File: src/rtl/sdm_demod_ctrl.sv
// Control wrapper around an sdm_demodulator: sequences reset/settle, generates the bit
// strobe and buffers PCM samples in a small FIFO with a sticky overflow flag.
module sdm_demod_ctrl #(
  parameter int unsigned W     = 16,
  parameter int unsigned DEPTH = 4
) (
  input  logic         clk,
  input  logic         rst_n,
  input  logic         enable,
  input  logic [7:0]   div,
  input  logic [7:0]   settle,
  input  logic         bit_in,
  input  logic         clear_ovf,
  output logic         dm_rst_n,
  output logic         dm_valid_in,
  output logic         dm_din,
  input  logic         dm_valid_out,
  input  logic [W-1:0] dm_dout,
  output logic         pcm_valid,
  input  logic         pcm_ready,
  output logic [W-1:0] pcm_data,
  output logic         busy,
  output logic         overflow
);

  localparam int unsigned AW = (DEPTH > 1) ? $clog2(DEPTH) : 1;
  localparam int unsigned CW = $clog2(DEPTH + 1);

  typedef enum logic [1:0] {StIdle, StFlush, StSettle, StRun} state_e;

  state_e         state_q;
  logic [7:0]     div_q;
  logic [7:0]     scnt_q;
  logic [7:0]     setcnt_q;
  logic           flush_q;
  logic [AW-1:0]  wr_q;
  logic [AW-1:0]  rd_q;
  logic [CW-1:0]  cnt_q;
  logic [W-1:0]   mem_q [DEPTH];

  logic pop, full, push, drop, wr_en, strobe_due, active;

  always_comb begin
    active     = (state_q == StSettle) || (state_q == StRun);
    pop        = pcm_valid && pcm_ready;
    full       = (cnt_q == CW'(DEPTH));
    push       = (state_q == StRun) && dm_valid_out && enable;
    // A full FIFO still accepts a push when the head leaves in the same cycle.
    drop       = push && full && !pop;
    wr_en      = push && !drop;
    strobe_due = active && (({1'b0, scnt_q} + 9'd1) == {1'b0, div_q});
  end

  assign pcm_valid = (cnt_q != '0);
  assign pcm_data  = pcm_valid ? mem_q[rd_q] : '0;
  assign busy      = (state_q != StIdle);

  always_ff @(posedge clk) begin
    if (wr_en) mem_q[wr_q] <= dm_dout;
  end

  always_ff @(posedge clk or negedge rst_n) begin
    if (!rst_n) begin
      state_q     <= StIdle;
      div_q       <= 8'd1;
      scnt_q      <= '0;
      setcnt_q    <= '0;
      flush_q     <= 1'b0;
      wr_q        <= '0;
      rd_q        <= '0;
      cnt_q       <= '0;
      dm_rst_n    <= 1'b0;
      dm_valid_in <= 1'b0;
      dm_din      <= 1'b0;
      overflow    <= 1'b0;
    end else begin
      if (drop)           overflow <= 1'b1;
      else if (clear_ovf) overflow <= 1'b0;

      if (!enable) begin
        state_q     <= StIdle;
        dm_valid_in <= 1'b0;
        dm_rst_n    <= 1'b1;
        scnt_q      <= '0;
        setcnt_q    <= '0;
        flush_q     <= 1'b0;
        wr_q        <= '0;
        rd_q        <= '0;
        cnt_q       <= '0;
      end else begin
        if (wr_en) wr_q <= wr_q + 1'b1;
        if (pop)   rd_q <= rd_q + 1'b1;
        cnt_q       <= cnt_q + CW'(wr_en) - CW'(pop);
        dm_valid_in <= 1'b0;
        unique case (state_q)
          StIdle: begin
            state_q  <= StFlush;
            dm_rst_n <= 1'b0;
            flush_q  <= 1'b0;
            div_q    <= (div == 8'd0) ? 8'd1 : div;
            setcnt_q <= settle;
            scnt_q   <= '0;
          end
          StFlush: begin
            if (flush_q) begin
              state_q  <= (setcnt_q != 8'd0) ? StSettle : StRun;
              dm_rst_n <= 1'b1;
              scnt_q   <= '0;
            end else begin
              flush_q <= 1'b1;
            end
          end
          StSettle, StRun: begin
            if (strobe_due) begin
              dm_valid_in <= 1'b1;
              dm_din      <= bit_in;
              scnt_q      <= '0;
            end else begin
              scnt_q <= scnt_q + 8'd1;
            end
            // The pulse that exhausts the settle count is itself discarded.
            if (state_q == StSettle && dm_valid_out) begin
              setcnt_q <= setcnt_q - 8'd1;
              if (setcnt_q == 8'd1) state_q <= StRun;
            end
          end
          default: state_q <= StIdle;
        endcase
      end
    end
  end

endmodule

File: config.mk
export PLATFORM = sky130hd
export DESIGN_NAME = sdm_demod_ctrl
export DESIGN_NICKNAME = d
export VERILOG_FILES = /design/src/rtl/sdm_demod_ctrl.sv
export SDC_FILE = /design/constraint.sdc
export NUM_CORES = 1
export LEC_CHECK = 0
export BUFFER_PORTS_ARGS = -buffer_cell sky130_fd_sc_hd__buf_2
export CAP_MARGIN = 20
export CORE_MARGIN = 2
export CORE_UTILIZATION = 52
export DETAILED_ROUTE_END_ITERATION = 12
export HOLD_SLACK_MARGIN = 0.08
export PLACE_DENSITY = 0.82
export SYNTH_ARGS = -nofsm -noshare
export SYNTH_HDL_FRONTEND = slang
export SYNTH_SLANG_ARGS = --single-unit
File: constraint.sdc
create_clock -name clk -period 2 [get_ports clk]
set_input_delay 0.2 -clock clk [delete_from_list [all_inputs] [get_ports clk]]
set_output_delay 0.2 -clock clk [all_outputs]
set_load 0.02 [all_outputs]
==> results of run 1 <==
[what timing repair did]
action,in CTS,in global routing
buffers inserted,7,5
resized for setup,22,58
setup endpoints to repair,25,27
hold endpoints to repair,107,0
gates cloned,0,2
hold buffers,23,0
pin swaps,15,14
[routing by layer]
metal	up-vias	track usage, %	wire (um)
met1	1631	26.94	4278
met4	0	7.372	87
li1	1480	-	-
met3	9	3.651	393
met2	95	37.51	5284
met5	-	0	0
[stage by stage]
| stage | std cells | setup WS [ns] |
|---|---|---|
| 2_1_floorplan | 328 | -0.03577 |
| 3_3_place_gp | 519 | -0.03967 |
| 3_5_place_dp | 519 | -0.1254 |
| 4_1_cts | 565 | -0.08016 |
| 5_1_grt | 572 | -0.2475 |
| 6_report | 572 | -0.1799 |
[report_power, final]
group | switching, mW | internal (mW)
sequential | 0.131 | 2.37
combinational | 1.12 | 1.36
clock | 0.726 | 0.591
total | 1.98 | 4.33
[worst register-to-register path: cells and delay by family (launching register included)]
kind | cells | cell delay, ns
compound gates | 1 | 0.18
fa+ha+maj | 1 | 0.21
flops | 1 | 0.46
mux | 1 | 0.31
simple gates | 4 | 0.90
[layout by cell type (no fill, tap or decap), drive strengths merged, types with 3 or more instances in the layout]
master	n
a21o	4
a21oi	9
a31oi	7
and2	22
buf	110
clkbuf	11
dfrtp	37
dlygate4sd3	23
edfxtp	64
ha	8
inv	13
mux2	8
mux2i	3
mux4	16
nand2	17
nand3	4
nor2	21
nor2b	7
nor3	9
nor4	5
o21ai	18
xnor2	7
xor2	7
[layout make-up]
cell class,instances,area [sq um]
clock inverter,6,70.07
multi-input combinational,201,1809
fill,565,2500
tap,108,135.1
inverter,11,41.29
clock buffer,10,127.6
sequential,102,2879
timing repair buffer,134,1074
[cells by family after synthesis]
family          after synthesis  share of synthesized area, %
fa+ha+maj                     9                         2.623
xor+xnor                     14                         2.678
buf+inv                      25                         2.268
mux                          27                         10.49
simple gates                 97                         11.56
flops                       102                         62.76
compound gates               54                         7.623
[flip-flops by register name (all words and copies together) (netlist names)]
name and flops:
mem_q 64, div_q 8, scnt_q 8, setcnt_q 8, cnt_q 3, rd_q 2, state_q 2, wr_q 2
dm_din 1, dm_rst_n 1, dm_valid_in 1, flush_q 1, overflow 1
[path summary, 6_finish.rpt]
path                                 from         to  slack [ns]  depth (start not counted)
worst max-delay path            scnt_q[0]     dm_din       -0.18                          7
worst min-delay path               div[2]   div_q[2]        0.11                          2
worst max register to register  scnt_q[0]     dm_din       -0.18                          7
worst min register to register   overflow   overflow        0.54                          2
max in group asynchronous           rst_n    rd_q[0]        0.90                          2
min in group asynchronous           rst_n  scnt_q[0]        0.49                          2
==> metrics.yaml, run 1 <==
crit_family: "simple AND/OR/NAND/NOR gates"
path_buf_inv: 0
finalSetupViolations: 8
synth_async_sr_flop_share_pct: 37.25
synth-edff-count: 64
outcome: "complete, but fails checks"
core_region_area_sq_um: 8636
tns_ns: -0.9150
die_h_um: 97.85
synthTopCellsByArea: "edfxtp_1 42%, dfrtp_1 20%, mux4_2 7.9%"
drv_slew: 0
fin_area_sq_um: 6136
cts_buffers: 9
clock_latency_ns: 0.36
synth_top_area_cell: "edfxtp_1"
cp.arrival_ns: 2.42
clockRootBuffer: "clkbuf_8"
first_pass_iters: 4
yosys_warnings: 0
synth_top_cell_area_share_pct: 41.97
initial_core_util_pct: 53.03
drt-total-wl_um: 10040
synth_area_sq_um: 4579
ys_seq_area_share_pct: 62.76
failed_checks: "negative setup slack"
hold_viol_final: 0
cts_htree_levels: 3
grt_usage_pct: 21.36
totalPowerFinal_mw: 6.306
start_kind: "flop"
post-route-drc-count: 0
grt_setup_unrepaired: "yes"
drive_above_1_share_pct: 43.32
fp.dieW_um: 97.85
crit_required_ns: 2.24
clk_pin_slew_ns: 0.10
hp-class: "primary input to flop"
grt_pass1_vias: 3447
critical_path.max_stage_delay_ns: 0.52
clock_skew_ns: 0.01447
grt_start_max_net_pins: 39
die_area_sq_um: 9574
dp_hpwl_um: 6255
num_rows: 34
tightest_slew_ns: 0.8670
cts.sinks: 102
grt_pass1_wl_um: 16310
cp-end-kind: "flop"
max-vdd-ir-drop_v: 0.0004813
synth_most_common_cell: "edfxtp_1"
fin_hold_ws_ns: 0.1058
slew_headroom_pct: 42.20
cts_buffer_depth: 2
area.growth.synth_to_final_pct: 33.99
diodes: 0
antenna_found_initial: 0
post-route-period-util_pct: 109.0
crit_chain: "ha_4, nand2b_4, a21boi_2, nor3_2, or4_4, nor2_4, mux2_4"
synth_ff_type: "edfxtp_1"
fmaxAchievable_ghz: 0.4587
finalWeightedCongestion: 0.8539
path_class: "flop to flop"
vias: 3215
synth_seq_cells: 102
place_area_sq_um: 5286
fin_crit_ns: 2.180
maxCapViolCount: 0
synthTopCellsByCount: "64 x edfxtp_1, 37 x dfrtp_1, 22 x and2_1"
slowest_stage: "or4_4"
nNetsFinal: 507
via_per_inst: 5.621
cts_tree: "yes"
first_iter_violations: 133
syn_nets: 376
io_buffers: 60
final.setup.worst_slack_ns: -0.1799
wl_per_cell_um: 17.56
syn_avg_cell_area_sq_um: 13.96
utilization_pct: 71.05
ios: 61
power_density_nw_per_um2: 1028
final_antenna_net_count: 0
cp_max_fo: 5
yosysUniqueCellTypes: 50
globalRouteOverflowTotal: 0
power_leakage_nw: 2.454
synth_cells: 328
No activity file was read; power rests on OpenSTA's default activity.
==> inputs of run 2 (changes only) <==
Settings changed: SKIP_CTS_REPAIR_TIMING from default to 1.
==> metrics.yaml, run 2 (same netlist as run 1, synthesis figures left out) <==
top_register: "mem_q"  # unchanged
final_antenna_net_count: 0  # unchanged
globalRouteOverflowTotal: 0  # unchanged
cp_max_fo: 6  # was 5
cts_htree_levels: 3  # unchanged
post-route-drc-count: 0  # unchanged
initial_core_util_pct: 53.03  # unchanged
instances_no_fill: 562  # was 572
hp-class: "primary input to flop"  # unchanged
clk_pin_slew_ns: 0.10  # about the same
clock_skew_ns: 0.01442  # was 0.01447 ns
slew_headroom_pct: 41.57  # was 42.20%
antenna_found_initial: 0  # unchanged
dpl_worst_slack_ns: -0.1254  # unchanged
grt_usage_pct: 19.93  # was 21.36%
dp_hpwl_um: 6255  # unchanged
cts_buffers: 9  # unchanged
largest_reg_flops: 64  # unchanged
io_buffers: 60  # unchanged
crit_chain: "ha_4, nand2b_1, a21boi_1, nor3_2, o41ai_4, buf_4, nor3_1, a211o_1"  # was ha_4, nand2b_4, a21boi_2, nor3_2, or4_4, nor2_4, mux2_4
layout_commonest_cell: "edfxtp_1"  # unchanged
fin_crit_ns: 2.223  # was 2.180 ns
drt-total-wl_um: 9642  # was 10040 um
cp-end-kind: "flop"  # unchanged
tightest_slew_ns: 0.8764  # was 0.8670 ns
final_cell_mix: "64 x edfxtp_1, 44 x buf_2, 43 x buf_4"  # was 64 x edfxtp_1, 45 x buf_2, 44 x buf_4
path_class: "flop to flop"  # unchanged
start_kind: "flop"  # unchanged
nNetsFinal: 497  # was 507
fp.dieW_um: 97.85  # unchanged
fmaxAchievable_ghz: 0.4498  # was 0.4587 GHz
drive_above_1_share_pct: 41.63  # was 43.32%
grt_start_max_net_pins: 39  # unchanged
power_leakage_nw: 2.395  # was 2.454 nW
first_iter_violations: 146  # was 133
power_density_nw_per_um2: 1048  # was 1028 nW/um^2
cp.arrival_ns: 2.48  # was 2.42 ns
utilization_pct: 69.26  # was 71.05%
grt_setup_unrepaired: "yes"  # unchanged
cts_buffer_depth: 2  # unchanged
grt_pass1_wl_um: 15190  # was 16310 um
hold_viol_final: 0  # unchanged
via_per_inst: 5.600  # was 5.621
cts_tree: "yes"  # unchanged
wl_per_cell_um: 17.16  # was 17.56 um
finalSetupViolations: 11  # was 8
core_region_area_sq_um: 8636  # unchanged
clockRootBuffer: "clkbuf_8"  # unchanged
ios: 61  # unchanged
die_h_um: 97.85  # unchanged
outcome: "complete, but fails checks"  # unchanged
crit_family: "compound AO/OA/AOI/OAI gates"  # was simple AND/OR/NAND/NOR gates
grt_pass1_vias: 3214  # was 3447
cts.sinks: 102  # unchanged
nFillCells: 599  # was 565
crit_required_ns: 2.26  # was 2.24 ns
finalWeightedCongestion: 0.8539  # unchanged
fin_hold_ws_ns: 0.07892  # was 0.1058 ns
final.setup.worst_slack_ns: -0.2233  # was -0.1799 ns
area.growth.synth_to_final_pct: 30.60  # was 33.99%
tns_ns: -1.441  # was -0.9150 ns
num_rows: 34  # unchanged
max-vdd-ir-drop_v: 0.0005118  # was 0.0004813 V
first_pass_iters: 4  # unchanged
placedCellCount: 519  # unchanged
vias: 3147  # was 3215
diodes: 0  # unchanged
failed_checks: "negative setup slack"  # unchanged
die_area_sq_um: 9574  # unchanged
maxCapViolCount: 0  # unchanged
clock_latency_ns: 0.36  # about the same
post-route-period-util_pct: 111.2  # was 109.0%
path_buf_inv: 1  # was 0
drv_slew: 0  # unchanged
critical_path.max_stage_delay_ns: 0.46  # was 0.52 ns
slowest_stage: "dfrtp_2"  # was or4_4
run 2: worst paths after layout:
path                            slack (ns)  cells after the start   endpoint  startpoint
worst max-delay path                 -0.22                      8  scnt_q[4]   scnt_q[0]
worst min register to register        0.54                      2   overflow    overflow
worst min-delay path                  0.08                      2   div_q[4]      div[4]
worst max register to register       -0.22                      8  scnt_q[4]   scnt_q[0]
min in group asynchronous             0.48                      2  scnt_q[3]       rst_n
max in group asynchronous             0.89                      2    rd_q[0]       rst_n
run 2: routing by layer:
layer / GRT usage (%) / vias to the layer above / routed length (um)
li1: - / 1464 / -
met1: 25.93 / 1555 / 4043
met2: 33.30 / 115 / 4939
met3: 4.009 / 13 / 527
met4: 7.692 / 0 / 131
met5: 0 / - / 0
run 2: report_power, final:
group	switching, mW	internal [mW]	leakage [nW]
Sequential	0.124	2.37	1.06
Combinational	1.11	1.35	1.24
Clock	0.727	0.591	0.0948
Total	1.96	4.31	2.39
run 2: worst reg2reg max path, stage by stage, from the launching register on:
cell,delay [ns]
dfrtp_2,0.46
ha_4,0.19
nand2b_1,0.18
a21boi_1,0.22
nor3_2,0.11
o41ai_4,0.43
buf_4,0.23
nor3_1,0.05
a211o_1,0.25
run 2: area by class of cell:
cell class	count	area [sq um]	area share [%]
clock inverter	6	70.07	1.172
sequential	102	2879	48.14
inverter	11	41.29	0.6904
tap	108	135.1	2.259
multi-input combinational	201	1759	29.41
clock buffer	10	127.6	2.134
timing repair buffer	124	968.4	16.19
run 2: metrics by stage:
step,instance area (sq um),power (mW)
floorplan,4621,3.735
global placement,5286,4.276
detailed placement,5286,4.344
CTS,5484,5.649
global route,5981,6.592
finish,5981,6.271
